<file path="config.mk">
export PLATFORM = sky130hd
export DESIGN_NAME = mem_port_arbiter
export DESIGN_NICKNAME = d
export VERILOG_FILES = /design/src/rtl/riscv_pkg.sv /design/src/rtl/mem_arb_perf_ctr.sv /design/src/rtl/mem_port_arbiter.sv
export SDC_FILE = /design/constraint.sdc
export NUM_CORES = 1
export LEC_CHECK = 0
export BUFFER_PORTS_ARGS = -buffer_cell sky130_fd_sc_hd__buf_2
export CAP_MARGIN = 20
export CORE_ASPECT_RATIO = 1.4
export CORE_MARGIN = 10
export CORE_UTILIZATION = 45
export CTS_BUF_LIST = sky130_fd_sc_hd__clkbuf_4 sky130_fd_sc_hd__clkbuf_8 sky130_fd_sc_hd__clkbuf_16
export CTS_CLUSTER_DIAMETER = 200
export DETAILED_ROUTE_END_ITERATION = 7
export PLACE_DENSITY = 0.78
export SLEW_MARGIN = 10
export SYNTH_ARGS = -nofsm -noshare
export SYNTH_HDL_FRONTEND = slang
export SYNTH_HIERARCHICAL = 1
export SYNTH_SLANG_ARGS = --single-unit
</file>
<file path="constraint.sdc">
create_clock -name clk -period 5.7 [get_ports clk]
set_input_delay 0.57 -clock clk [delete_from_list [all_inputs] [get_ports clk]]
set_output_delay 0.57 -clock clk [all_outputs]
set_load 0.05 [all_outputs]
</file>
<file path="src/rtl/riscv_pkg.sv">
// Shared types for the unified-memory port arbiter: FSM state and grant-source encodings.
package riscv_pkg;

  typedef enum logic [1:0] {
    IDLE    = 2'd0,
    IF_BUSY = 2'd1,
    DM_BUSY = 2'd2
  } arb_state_e;

  typedef enum logic [1:0] {
    GNT_NONE = 2'd0,
    GNT_IF   = 2'd1,
    GNT_DM   = 2'd2
  } gnt_src_e;

  // Bits needed to hold 0..max_val inclusive.
  function automatic int unsigned cnt_width(input int unsigned max_val);
    return (max_val < 2) ? 1 : $clog2(max_val + 1);
  endfunction

endpackage

</file>
<file path="src/rtl/mem_arb_perf_ctr.sv">
// Saturating stall-cycle counter; only compiled when MEM_ARB_PERF_EN is defined.
`ifdef MEM_ARB_PERF_EN
module mem_arb_perf_ctr #(
  parameter int unsigned W = 32
) (
  input  logic         clk,
  input  logic         rst_n,
  input  logic         inc,
  output logic [W-1:0] count
);

  logic [W-1:0] count_q;
  logic [W-1:0] count_d;

  always_comb begin
    count_d = count_q;
    if (inc && (count_q != {W{1'b1}})) begin
      count_d = count_q + W'(1);
    end
  end

  always_ff @(posedge clk or negedge rst_n) begin
    if (!rst_n) begin
      count_q <= '0;
    end else begin
      count_q <= count_d;
    end
  end

  assign count = count_q;

endmodule
`endif

</file>
<file path="src/rtl/mem_port_arbiter.sv">
// Shares one single-ported memory between instruction fetch and data access (data wins, fetch starvation guard).
// Define MEM_ARB_PERF_EN to add the perf_if_wait / perf_dm_wait stall-cycle counters.
module mem_port_arbiter
  import riscv_pkg::*;
#(
  parameter int unsigned ADDR_W     = 32,
  parameter int unsigned DATA_W     = 32,
  parameter int unsigned STARVE_MAX = 4
) (
  input  logic                  clk,
  input  logic                  rst_n,
  input  logic                  if_req,
  input  logic [ADDR_W-1:0]     if_addr,
  output logic [DATA_W-1:0]     if_rdata,
  output logic                  if_valid,
  input  logic                  dm_req,
  input  logic                  dm_we,
  input  logic [ADDR_W-1:0]     dm_addr,
  input  logic [DATA_W-1:0]     dm_wdata,
  input  logic [DATA_W/8-1:0]   dm_wstrb,
  output logic [DATA_W-1:0]     dm_rdata,
  output logic                  dm_valid,
  output logic                  mem_req,
  output logic                  mem_we,
  output logic [ADDR_W-1:0]     mem_addr,
  output logic [DATA_W-1:0]     mem_wdata,
  output logic [DATA_W/8-1:0]   mem_wstrb,
  input  logic                  mem_ready,
  input  logic [DATA_W-1:0]     mem_rdata,
  output logic                  stall_fetch,
  output logic                  stall_mem
`ifdef MEM_ARB_PERF_EN
  ,
  output logic [31:0]           perf_if_wait,
  output logic [31:0]           perf_dm_wait
`endif
);

  localparam int unsigned CNT_W = cnt_width(STARVE_MAX);
  localparam logic [CNT_W-1:0] CNT_MAX = CNT_W'(STARVE_MAX);

  arb_state_e state_q, state_d;
  gnt_src_e   gnt;

  logic [CNT_W-1:0]    starve_q, starve_d;
  logic                mem_req_q, mem_req_d;
  logic                mem_we_q, mem_we_d;
  logic [ADDR_W-1:0]   mem_addr_q, mem_addr_d;
  logic [DATA_W-1:0]   mem_wdata_q, mem_wdata_d;
  logic [DATA_W/8-1:0] mem_wstrb_q, mem_wstrb_d;
  logic [DATA_W-1:0]   if_rdata_q, if_rdata_d;
  logic                if_valid_q, if_valid_d;
  logic [DATA_W-1:0]   dm_rdata_q, dm_rdata_d;
  logic                dm_valid_q, dm_valid_d;
  logic                starve_hit;

  assign starve_hit = (starve_q == CNT_MAX);

  // State and all registered outputs.
  always_ff @(posedge clk or negedge rst_n) begin
    if (!rst_n) begin
      state_q     <= IDLE;
      starve_q    <= '0;
      mem_req_q   <= 1'b0;
      mem_we_q    <= 1'b0;
      mem_addr_q  <= '0;
      mem_wdata_q <= '0;
      mem_wstrb_q <= '0;
      if_rdata_q  <= '0;
      if_valid_q  <= 1'b0;
      dm_rdata_q  <= '0;
      dm_valid_q  <= 1'b0;
    end else begin
      state_q     <= state_d;
      starve_q    <= starve_d;
      mem_req_q   <= mem_req_d;
      mem_we_q    <= mem_we_d;
      mem_addr_q  <= mem_addr_d;
      mem_wdata_q <= mem_wdata_d;
      mem_wstrb_q <= mem_wstrb_d;
      if_rdata_q  <= if_rdata_d;
      if_valid_q  <= if_valid_d;
      dm_rdata_q  <= dm_rdata_d;
      dm_valid_q  <= dm_valid_d;
    end
  end

  // Grant selection and next state; data side wins unless fetch has waited STARVE_MAX grants.
  always_comb begin
    state_d = state_q;
    gnt     = GNT_NONE;
    unique case (state_q)
      IDLE: begin
        if (dm_req && !(if_req && starve_hit)) begin
          gnt = GNT_DM;
        end else if (if_req) begin
          gnt = GNT_IF;
        end
        if (gnt == GNT_DM) begin
          state_d = DM_BUSY;
        end else if (gnt == GNT_IF) begin
          state_d = IF_BUSY;
        end
      end
      IF_BUSY, DM_BUSY: begin
        if (mem_ready) begin
          state_d = IDLE;
        end
      end
      default: state_d = IDLE;
    endcase
  end

  // Memory command latch, read-data capture, valid pulses and starvation counter.
  always_comb begin
    starve_d    = starve_q;
    mem_req_d   = mem_req_q;
    mem_we_d    = mem_we_q;
    mem_addr_d  = mem_addr_q;
    mem_wdata_d = mem_wdata_q;
    mem_wstrb_d = mem_wstrb_q;
    if_rdata_d  = if_rdata_q;
    dm_rdata_d  = dm_rdata_q;
    if_valid_d  = 1'b0;
    dm_valid_d  = 1'b0;

    unique case (gnt)
      GNT_IF: begin
        mem_req_d   = 1'b1;
        mem_we_d    = 1'b0;
        mem_addr_d  = if_addr;
        mem_wdata_d = '0;
        mem_wstrb_d = '0;
        starve_d    = '0;
      end
      GNT_DM: begin
        mem_req_d   = 1'b1;
        mem_we_d    = dm_we;
        mem_addr_d  = dm_addr;
        mem_wdata_d = dm_wdata;
        mem_wstrb_d = dm_we ? dm_wstrb : '0;
        if (!if_req) begin
          starve_d = '0;
        end else if (!starve_hit) begin
          starve_d = starve_q + CNT_W'(1);
        end
      end
      default: begin
        if ((state_q == IDLE) && !if_req) begin
          starve_d = '0;
        end
      end
    endcase

    if (mem_ready && (state_q != IDLE)) begin
      mem_req_d = 1'b0;
      if (state_q == IF_BUSY) begin
        if_rdata_d = mem_rdata;
        if_valid_d = 1'b1;
      end else begin
        dm_valid_d = 1'b1;
        if (!mem_we_q) begin
          dm_rdata_d = mem_rdata;
        end
      end
    end
  end

  assign mem_req   = mem_req_q;
  assign mem_we    = mem_we_q;
  assign mem_addr  = mem_addr_q;
  assign mem_wdata = mem_wdata_q;
  assign mem_wstrb = mem_wstrb_q;
  assign if_rdata  = if_rdata_q;
  assign if_valid  = if_valid_q;
  assign dm_rdata  = dm_rdata_q;
  assign dm_valid  = dm_valid_q;

  assign stall_fetch = if_req & ~if_valid_q;
  assign stall_mem   = dm_req & ~dm_valid_q;

`ifdef MEM_ARB_PERF_EN
  mem_arb_perf_ctr #(.W(32)) u_perf_if (
    .clk   (clk),
    .rst_n (rst_n),
    .inc   (stall_fetch),
    .count (perf_if_wait)
  );

  mem_arb_perf_ctr #(.W(32)) u_perf_dm (
    .clk   (clk),
    .rst_n (rst_n),
    .inc   (stall_mem),
    .count (perf_dm_wait)
  );
`endif

endmodule

</file>
==> reports/metrics.cfg, run 1 <==
[cts]
cts.repair.resized=0
cts_hold_buf=0
clk_latency_ns=0.40
cts_sinks=141
cts.htree.levels=4
post-cts-setup-buffers=0
cts_buffers=17
clk_pin_slew_worst_paths_ns=0.06
cts_max_path_buffers=2
cts_root_buf=clkbuf_16
cts_tree=built

[synth]
synth_common_cells=141 x dfrtp_1, 104 x nand2_1, 71 x o21ai_0
synth_xor_area_share_pct=0
synth-warning-count=6
synthCells=485
synth_top_area_share_pct=60.5
muxShareOfSynthArea_pct=18.7
yosysUniqueCellTypes=28
syn-num-nets=630
ys_seq_elements=141
synth-adder-area-share_pct=1.50
synth_compound_area_share_pct=7.03
synth_seq_area_share_pct=60.5
synth_edf_count=0
synth_ff_type=dfrtp_1
synth_top_family_by_area=multiplexers
netlist_top_cells_area=dfrtp_1 60%, mux2_2 10%, nand2_1 6.7%
yosysMostFrequentCell=dfrtp_1
syn_area_um2=5830
synthSimpleGateAreaFrac_pct=8.81
postSynthAreaPerCell_um2=12.0
synth_top_area_cell=dfrtp_1
async_flop_share_pct=100

[finish]
antenna_cells=0
final_nets=899
syn_to_final_growth_pct=35.6
final_core_util_pct=62.0
drive_gt1_share_pct=49.5

[timing]
setup_violations=0
fin_crit_sh_pct=41.1
fmax_mhz=427
hold_violations=0
slew_viol_final=0
fin_skew_ns=0.0132
rsz0062_at_grt=false
tightest_slew_ns=0.901
finalWorstSetupSlack_ns=3.36
slew_headroom_pct=39.9
setup_tns_ns=0
min_period_ns=2.34

[setup_path]
startpoint_type=flip-flop
cp_data_arrival_time_ns=2.66
slowest_stage=ha_2
crit_type=reg -> reg
crit_path_end_kind=flip-flop
critical-path-max-stage-delay_ns=0.59
crit_fanout=20
reg2regPathDepth=8
path_cells=inv_1 -> ha_1 -> a21bo_2 -> nand3_1 -> ha_2 -> nand2_1 -> or3_1 -> a31oi_1
r2r_slack_ns=3.36
required_ns=6.01

[floorplanning]
die_w_um=116
die_h_um=155
rows=49
ioPinCount=276
dieArea_um2=18000
core_um2=12800
start_util_pct=45.8

[placement]
dpl_worst_slack_ns=2.81
gp_congestion=0.740
hpwl_um=12500
port-buffer-count=275

[global_routing]
first_global_vias=5066
antenna_found_initial=1
grt_max_degree=140
grt.total_usage_pct=18.0
grt_pass1_wl_um=25500
gr-total-overflow=0

[route]
vias=4556
firstDrtPassIters=4
routed_via_density=4.95
wl_um=16200
drc_errors=0
drt_iter0_drc=212
ant_nets=0
routedWlPerCell_um=17.6

[worst_hold_path]
holdCritPathClass=in -> async

[flow_run]
maxCapViolCount=0

[status]
status=complete, no violations

==> worst paths after layout <==
path / end / from
setup / recovery: starve_q[2]$_DFFE_PN0P_ / starve_q[0]$_DFFE_PN0P_
hold / removal: mem_addr[18]$_DFFE_PN0P_ / rst_n
setup reg to reg: starve_q[2]$_DFFE_PN0P_ / starve_q[0]$_DFFE_PN0P_
hold reg to reg: mem_addr[29]$_DFFE_PN0P_ / mem_addr[29]$_DFFE_PN0P_
max in group asynchronous: if_rdata[18]$_DFFE_PN0P_ / rst_n
min in group clk: if_rdata[13]$_DFFE_PN0P_ / mem_rdata[13]
==> registers in the layout, indices dropped and copies added (netlist names) <==
signal	count
mem_we	1
if_rdata	32
state_q	2
dm_rdata	32
if_valid	1
mem_wstrb	4
mem_req	1
mem_wdata	32
mem_addr	32
dm_valid	1
starve_q	3
==> worst max-delay path, delay by kind of cell, from the launching register on <==
family / cells / cell delay [ns]
DFF: 1 / 0.34
AOI/OAI and AO/OA: 2 / 0.38
and+or+nand+nor: 3 / 0.65
adders and majority gates: 2 / 0.82
buffers and inverters: 1 / 0.07
==> logic make-up after synthesis <==
family / after synthesis
AOI/OAI and AO/OA: 79
adders and majority gates: 7
buffers and inverters: 39
DFF: 141
muxes: 97
and+or+nand+nor: 122
==> stage by stage <==
stage / instances / area, um2 / hold slack, ns
final: 920 / 7910 / 0.280
after global routing: 920 / 7910 / 0.332
after CTS: 918 / 7860 / 0.301
after detailed placement: 886 / 7270 / 0.467
after global placement: 886 / 7270 / 0.460
after floorplan: 485 / 5830 / 0.274
==> routing by layer <==
| layer | routed length, um | global-route usage, % | part of all wire (%) | vias to the layer above |
|---|---|---|---|---|
| li1 | - | - | - | 2189 |
| met1 | 5890 | 18.0 | 36 | 2153 |
| met2 | 8350 | 31.1 | 52 | 188 |
| met3 | 1560 | 8.17 | 9.6 | 24 |
| met4 | 379 | 7.53 | 2.3 | 2 |
| met5 | 7 | 0 | 0.043 | - |
==> layout by cell type (no fill, tap or decap), types with 2 or more instances in the layout <==
cell / Yosys / final
mux2i_1: 33 / 33
clkinvlp_4: 0 / 5
nor2b_1: 2 / 2
clkbuf_4: 0 / 2
mux2_1: 2 / 2
a31oi_1: 2 / 2
buf_4: 3 / 2
inv_6: 0 / 3
dfrtp_1: 141 / 141
mux2_2: 52 / 52
mux2_4: 10 / 10
o21ai_0: 71 / 71
bufinv_16: 0 / 2
clkbuf_16: 0 / 17
nor2_1: 2 / 2
ha_1: 7 / 5
nand2_1: 104 / 104
inv_1: 10 / 10
o22ai_1: 2 / 2
buf_2: 2 / 274
a21oi_1: 2 / 2
nand3_1: 8 / 8
==> final cells by class <==
class,count,area [um2]
fill,1064,4840
sequential,141,3530
multi-input combinational,305,2120
clock inverter,12,138
tap,153,191
timing repair buffer,279,1450
inverter,10,37.5
clock buffer,20,454
Power of run 1 is left out: the tool's default activity adds up to more than one toggle a clock period on the data nets, which glitch-free logic cannot reach.
==> run 2, diff against run 1 <==
--- a/config.mk
+++ b/config.mk
@@ -9,11 +9,11 @@
 export CAP_MARGIN = 20
 export CORE_ASPECT_RATIO = 1.4
 export CORE_MARGIN = 10
-export CORE_UTILIZATION = 45
+export CORE_UTILIZATION = 42
 export CTS_BUF_LIST = sky130_fd_sc_hd__clkbuf_4 sky130_fd_sc_hd__clkbuf_8 sky130_fd_sc_hd__clkbuf_16
 export CTS_CLUSTER_DIAMETER = 200
 export DETAILED_ROUTE_END_ITERATION = 7
-export PLACE_DENSITY = 0.78
+export PLACE_DENSITY = 0.76
 export SLEW_MARGIN = 10
 export SYNTH_ARGS = -nofsm -noshare
 export SYNTH_HDL_FRONTEND = slang
==> constraint.sdc (replaced) <==
create_clock -name clk -period 2 [get_ports clk]
set_input_delay 0.2 -clock clk [delete_from_list [all_inputs] [get_ports clk]]
set_output_delay 0.2 -clock clk [all_outputs]
set_load 0.05 [all_outputs]
==> reports/metrics.cfg, run 2 (same netlist as run 1, synthesis figures left out) <==
[finish]
final_nets=920  ; was 899
syn_to_final_growth_pct=41.8  ; was 35.6%
final_core_util_pct=61.2  ; was 62.0%
final_cell_area_um2=8270  ; was 7910 um2
final_common_cell=buf_2  ; unchanged
layout_common_cells=275 x buf_2, 141 x dfrtp_1, 104 x nand2_1, 70 x o21ai_0, 52 x mux2_2  ; was 274 x buf_2, 141 x dfrtp_1, 104 x nand2_1, 71 x o21ai_0, 52 x mux2_2
nFillCells=1137  ; was 1064
drive_gt1_share_pct=51.2  ; was 49.5%

[placement]
hpwl_um=12400  ; was 12500 um
port-buffer-count=275  ; unchanged
gp_congestion=0.784  ; was 0.740
dpl_cell_area_um2=7460  ; was 7270 um2
dpl_worst_slack_ns=0.0291  ; was 2.81 ns

[floorplanning]
rows=50  ; was 49
ioPinCount=276  ; unchanged
core_um2=13500  ; was 12800 um2
die_h_um=159  ; was 155 um
start_util_pct=43.2  ; was 45.8%
dieArea_um2=19100  ; was 18000 um2
die_w_um=120  ; was 116 um

[setup_path]
crit_top_cell=buf_4
crit_path_end_kind=flip-flop  ; unchanged
cp_data_arrival_time_ns=2.22  ; was 2.66 ns
crit_type=reg -> reg  ; unchanged
crit_fanout=15  ; was 20
slowest_stage=dfrtp_1  ; was ha_2
crit_buf_inv=4  ; was 1
startpoint_type=flip-flop  ; unchanged
required_ns=2.31  ; was 6.01 ns
crit_family=buffers and inverters  ; was adder cells
critical-path-max-stage-delay_ns=0.39  ; was 0.59 ns
path_cells=inv_2 -> ha_2 -> a21bo_2 -> nand3_2 -> buf_4 -> ha_4 -> buf_4 -> clkbuf_16 -> o21ai_0  ; was inv_1 -> ha_1 -> a21bo_2 -> nand3_1 -> ha_2 -> nand2_1 -> or3_1 -> a31oi_1

[global_routing]
first_global_vias=4913  ; was 5066
grt_max_degree=62  ; was 140
grt_pass1_wl_um=25700  ; was 25500 um
gr-total-overflow=0  ; unchanged
antenna_found_initial=1  ; unchanged
grt.total_usage_pct=16.7  ; was 18.0%

[timing]
fin_skew_ns=0.00686  ; was 0.0132 ns
min_period_ns=1.90  ; was 2.34 ns
slew_headroom_pct=74.1  ; was 39.9%
finalWorstSetupSlack_ns=0.0981  ; was 3.36 ns
fin_crit_sh_pct=95.1  ; was 41.1%
slew_viol_final=0  ; unchanged
tightest_slew_ns=0.388  ; was 0.901 ns
setup_violations=0  ; unchanged
fmax_mhz=526  ; was 427 MHz
hold_violations=0  ; unchanged

[route]
routedWlPerCell_um=17.6  ; about the same
drc_errors=0  ; unchanged
ant_nets=0  ; unchanged
drt_iter0_drc=181  ; was 212
wl_um=17100  ; was 16200 um
firstDrtPassIters=4  ; unchanged
routed_via_density=4.77  ; was 4.95
vias=4628  ; was 4556

[status]
status=complete, no violations  ; unchanged

[cts]
cts_root_buf=clkbuf_16  ; unchanged
cts_buffers=17  ; unchanged
clk_pin_slew_worst_paths_ns=0.06  ; about the same
cts_sinks=141  ; unchanged
cts.htree.levels=4  ; unchanged
clk_latency_ns=0.40  ; about the same
cts_tree=built  ; unchanged
cts_max_path_buffers=2  ; unchanged

[worst_hold_path]
holdCritPathClass=in -> reg  ; was in -> async

[flow_run]
maxCapViolCount=0  ; unchanged

-- run 2: cell count changes in the layout (fill, tap and decap cells not counted), moves of 2 or more --
cell	before	now
buf_12	1	5
buf_4	2	10
buf_6	1	3
clkbuf_16	17	21
inv_1	10	8
inv_2	0	2
-- run 2: what timing repair did --
item | 4_1_cts | 5_1_grt
setup endpoints to repair | 0 | 72
resized for setup | 0 | 10
setup buffers | 0 | 6
endpoints found under the hold margin | 35 | 0
hold buffers | 1 | 0
-- run 2: path summary, 6_finish.rpt --
path,startpoint,slack (ns),to,cells after the start
setup / recovery,starve_q[0]$_DFFE_PN0P_,0.1,mem_addr[3]$_DFFE_PN0P_,9
hold / removal,dm_wdata[26],0.04,mem_wdata[26]$_DFFE_PN0P_,3
setup reg to reg,starve_q[0]$_DFFE_PN0P_,0.1,mem_addr[3]$_DFFE_PN0P_,9
hold reg to reg,mem_wdata[9]$_DFFE_PN0P_,0.47,mem_wdata[9]$_DFFE_PN0P_,2
max in group asynchronous,rst_n,1.10,mem_addr[22]$_DFFE_PN0P_,3
min in group asynchronous,rst_n,0.27,dm_rdata[16]$_DFFE_PN0P_,2
-- run 2: layout make-up --
type                            count  area, um2  area share (%)
Multi-Input combinational cell    305       2130            25.8
Clock buffer                       19        440            5.32
Antenna cell                        1       2.50          0.0303
Clock inverter                     12        164            1.98
Sequential cell                   141       3530            42.7
Timing Repair Buffer              300       1740            21.0
Inverter                           10       37.5           0.454
Tap cell                          182        228            2.75
-- run 2: worst reg2reg max path: stages (launching register included) --
cell       delay [ns]
dfrtp_1          0.39
inv_2            0.07
ha_2             0.19
a21bo_2          0.13
nand3_2          0.11
buf_4            0.17
ha_4             0.24
buf_4            0.15
clkbuf_16        0.17
o21ai_0          0.19
-- run 2: per-stage QoR --
| stage | cells | setup TNS, ns | hold WS [ns] |
|---|---|---|---|
| after detailed placement | 926 | 0 | 0.128 |
| after CTS | 958 | 0 | 0.0194 |
| after global placement | 926 | 0 | 0.130 |
| final | 970 | 0 | 0.0352 |
| after global routing | 970 | -0.0751 | 0.0194 |
| after floorplan | 485 | 0 | -0.0956 |
-- run 2: layer usage --
metal,global-route usage (%),part of all wire (%),vias up
met5,0,0,-
met4,5.23,1.7,0
met3,6.95,7.9,23
met2,28.2,50,192
met1,18.5,40,2184
li1,-,-,2229
Power of run 2 is left out for the same reason.
==> run 3, diff against run 2 <==
--- a/config.mk
+++ b/config.mk
@@ -12,7 +12,9 @@
 export CORE_UTILIZATION = 42
 export CTS_BUF_LIST = sky130_fd_sc_hd__clkbuf_4 sky130_fd_sc_hd__clkbuf_8 sky130_fd_sc_hd__clkbuf_16
 export CTS_CLUSTER_DIAMETER = 200
+export CTS_CLUSTER_SIZE = 28
 export DETAILED_ROUTE_END_ITERATION = 7
+export GPL_TIMING_DRIVEN = 0
 export PLACE_DENSITY = 0.76
 export SLEW_MARGIN = 10
 export SYNTH_ARGS = -nofsm -noshare
==> reports/metrics.cfg, run 3 (same netlist as run 1, synthesis figures left out) <==
[status]
status=complete, no violations  ; unchanged

[cts]
cts_max_path_buffers=2  ; unchanged
cts_tree=built  ; unchanged
clk_pin_slew_worst_paths_ns=0.06  ; about the same
cts.htree.levels=4  ; unchanged
clk_latency_ns=0.40  ; about the same
cts_buffers=17  ; unchanged
cts_root_buf=clkbuf_16  ; unchanged
cts_sinks=141  ; unchanged

[finish]
final_nets=926  ; was 920
nFillCells=1161  ; was 1137
multiInputGateArea_um2=2170  ; was 2130 um2
antenna_cells=0  ; was 1
drive_gt1_share_pct=52.0  ; was 51.2%
final_core_util_pct=60.9  ; was 61.2%
register_area_um2=3530  ; unchanged
syn_to_final_growth_pct=41.0  ; was 41.8%
final_common_cell=buf_2  ; unchanged
layout_common_cells=277 x buf_2, 141 x dfrtp_1, 104 x nand2_1, 71 x o21ai_0, 52 x mux2_2  ; was 275 x buf_2, 141 x dfrtp_1, 104 x nand2_1, 70 x o21ai_0, 52 x mux2_2
fin_cells=976  ; was 970

[global_routing]
gr-total-overflow=0  ; unchanged
use_met2_pct=30.1  ; was 28.2%
antenna_found_initial=0  ; was 1
grt_pass1_wl_um=26600  ; was 25700 um
met3_usage_pct=7.48  ; was 6.95%
grt.total_usage_pct=17.3  ; was 16.7%
grt_max_degree=86  ; was 62
first_global_vias=5069  ; was 4913
grt-busiest-layer=met2  ; unchanged
use_met1_pct=18.7  ; was 18.5%

[placement]
gp_congestion=0.769  ; was 0.784
hpwl_um=13400  ; was 12400 um
placedCellCount=943  ; was 926
port-buffer-count=275  ; unchanged

[floorplanning]
die_w_um=120  ; unchanged
die_h_um=159  ; unchanged
rows=50  ; unchanged
core_um2=13500  ; unchanged
start_util_pct=43.2  ; unchanged
dieArea_um2=19100  ; unchanged
ioPinCount=276  ; unchanged

[timing]
setup_tns_ns=0  ; unchanged
tightest_slew_ns=0.551  ; was 0.388 ns
setup_violations=0  ; unchanged
slew_headroom_pct=63.2  ; was 74.1%
slew_viol_final=0  ; unchanged
fin_skew_ns=0.00955  ; was 0.00686 ns
fin_crit_sh_pct=95.0  ; was 95.1%
hold_violations=0  ; unchanged
min_period_ns=1.90  ; about the same
fmax_mhz=526  ; about the same

[route]
wl_um=17100  ; about the same
drt_iter0_drc=208  ; was 181
vias=4654  ; was 4628
drc_errors=0  ; unchanged
routedWlPerCell_um=17.5  ; was 17.6 um
ant_nets=0  ; unchanged
routed_via_density=4.77  ; about the same
firstDrtPassIters=4  ; unchanged

[setup_path]
cp_data_arrival_time_ns=2.17  ; was 2.22 ns
crit_fanout=10  ; was 15
slowest_stage=dfrtp_1  ; unchanged
crit_path_end_kind=flip-flop  ; unchanged
required_ns=2.27  ; was 2.31 ns
reg2regPathDepth=10  ; was 9
crit_type=reg -> reg  ; unchanged
critical-path-max-stage-delay_ns=0.39  ; about the same
startpoint_type=flip-flop  ; unchanged
path_cells=inv_2 -> ha_4 -> a21bo_2 -> nand3_4 -> ha_4 -> buf_6 -> clkbuf_8 -> buf_6 -> nand2_1 -> o21ai_0  ; was inv_2 -> ha_2 -> a21bo_2 -> nand3_2 -> buf_4 -> ha_4 -> buf_4 -> clkbuf_16 -> o21ai_0

[worst_hold_path]
holdCritPathClass=in -> reg  ; unchanged
holdPathStages=2  ; was 3

[flow_run]
maxCapViolCount=0  ; unchanged

==> run 3: changes by cell type in the layout (fill, tap and decap cells not counted), sizes merged <==
cell / before / now
buf: 295 / 291
clkinvlp: 4 / 3
diode: 1 / 0
inv: 13 / 12
clkbuf: 23 / 35
bufinv: 3 / 2
clkinv: 2 / 4
==> run 3: critical path: cells and delay by family (launching register included) <==
kind	cells	cell delay, ns
and+or+nand+nor	2	0.17
AOI/OAI and AO/OA	2	0.22
adders and majority gates	2	0.44
buffers and inverters	4	0.54
DFF	1	0.39
==> run 3: worst paths after layout <==
| path | startpoint | endpoint | slack, ns |
|---|---|---|---|
| hold reg to reg | mem_addr[1]$_DFFE_PN0P_ | mem_addr[1]$_DFFE_PN0P_ | 0.48 |
| hold / removal | mem_rdata[4] | if_rdata[4]$_DFFE_PN0P_ | 0.04 |
| setup reg to reg | starve_q[1]$_DFFE_PN0P_ | mem_wstrb[1]$_DFFE_PN0P_ | 0.1 |
| min in group asynchronous | rst_n | if_rdata[14]$_DFFE_PN0P_ | 0.37 |
| setup / recovery | starve_q[1]$_DFFE_PN0P_ | mem_wstrb[1]$_DFFE_PN0P_ | 0.1 |
| max in group asynchronous | rst_n | if_rdata[1]$_DFFE_PN0P_ | 0.83 |
==> run 3: area by class of cell <==
| type | instances | area share (%) |
|---|---|---|
| Buffer | 28 | 2.81 |
| Clock buffer | 21 | 5.69 |
| Clock inverter | 11 | 1.64 |
| Inverter | 10 | 0.456 |
| Multi-Input combinational cell | 305 | 26.4 |
| Sequential cell | 141 | 42.9 |
| Tap cell | 182 | 2.77 |
| Timing Repair Buffer | 278 | 17.4 |
==> run 3: routing by layer <==
| layer | routed length (um) | vias to the layer above |
|---|---|---|
| met1 | 6490 | 2218 |
| met4 | 210 | 0 |
| met2 | 8960 | 190 |
| met5 | 0 | - |
| li1 | - | 2231 |
| met3 | 1460 | 15 |
==> run 3: repair_timing <==
action | CTS | global route
pin swaps | 1 | 2
hold buffers | 1 | 0
endpoints found under the hold margin | 56 | 0
buffers inserted | 0 | 1
gates resized for setup | 33 | 12
setup endpoints to repair | 73 | 73
==> run 3: per-stage QoR <==
step / hold slack, ns / instance area (um2) / setup slack, ns
2_1_floorplan: -0.0956 / 5840 / 0.0381
3_3_place_gp: 0.445 / 7440 / -1.26
3_5_place_dp: 0.200 / 7470 / -0.473
4_1_cts: 0.0259 / 8170 / 0.00956
5_1_grt: 0.0258 / 8230 / -0.0133
6_report: 0.0415 / 8230 / 0.0998
Power of run 3 is left out for the same reason.
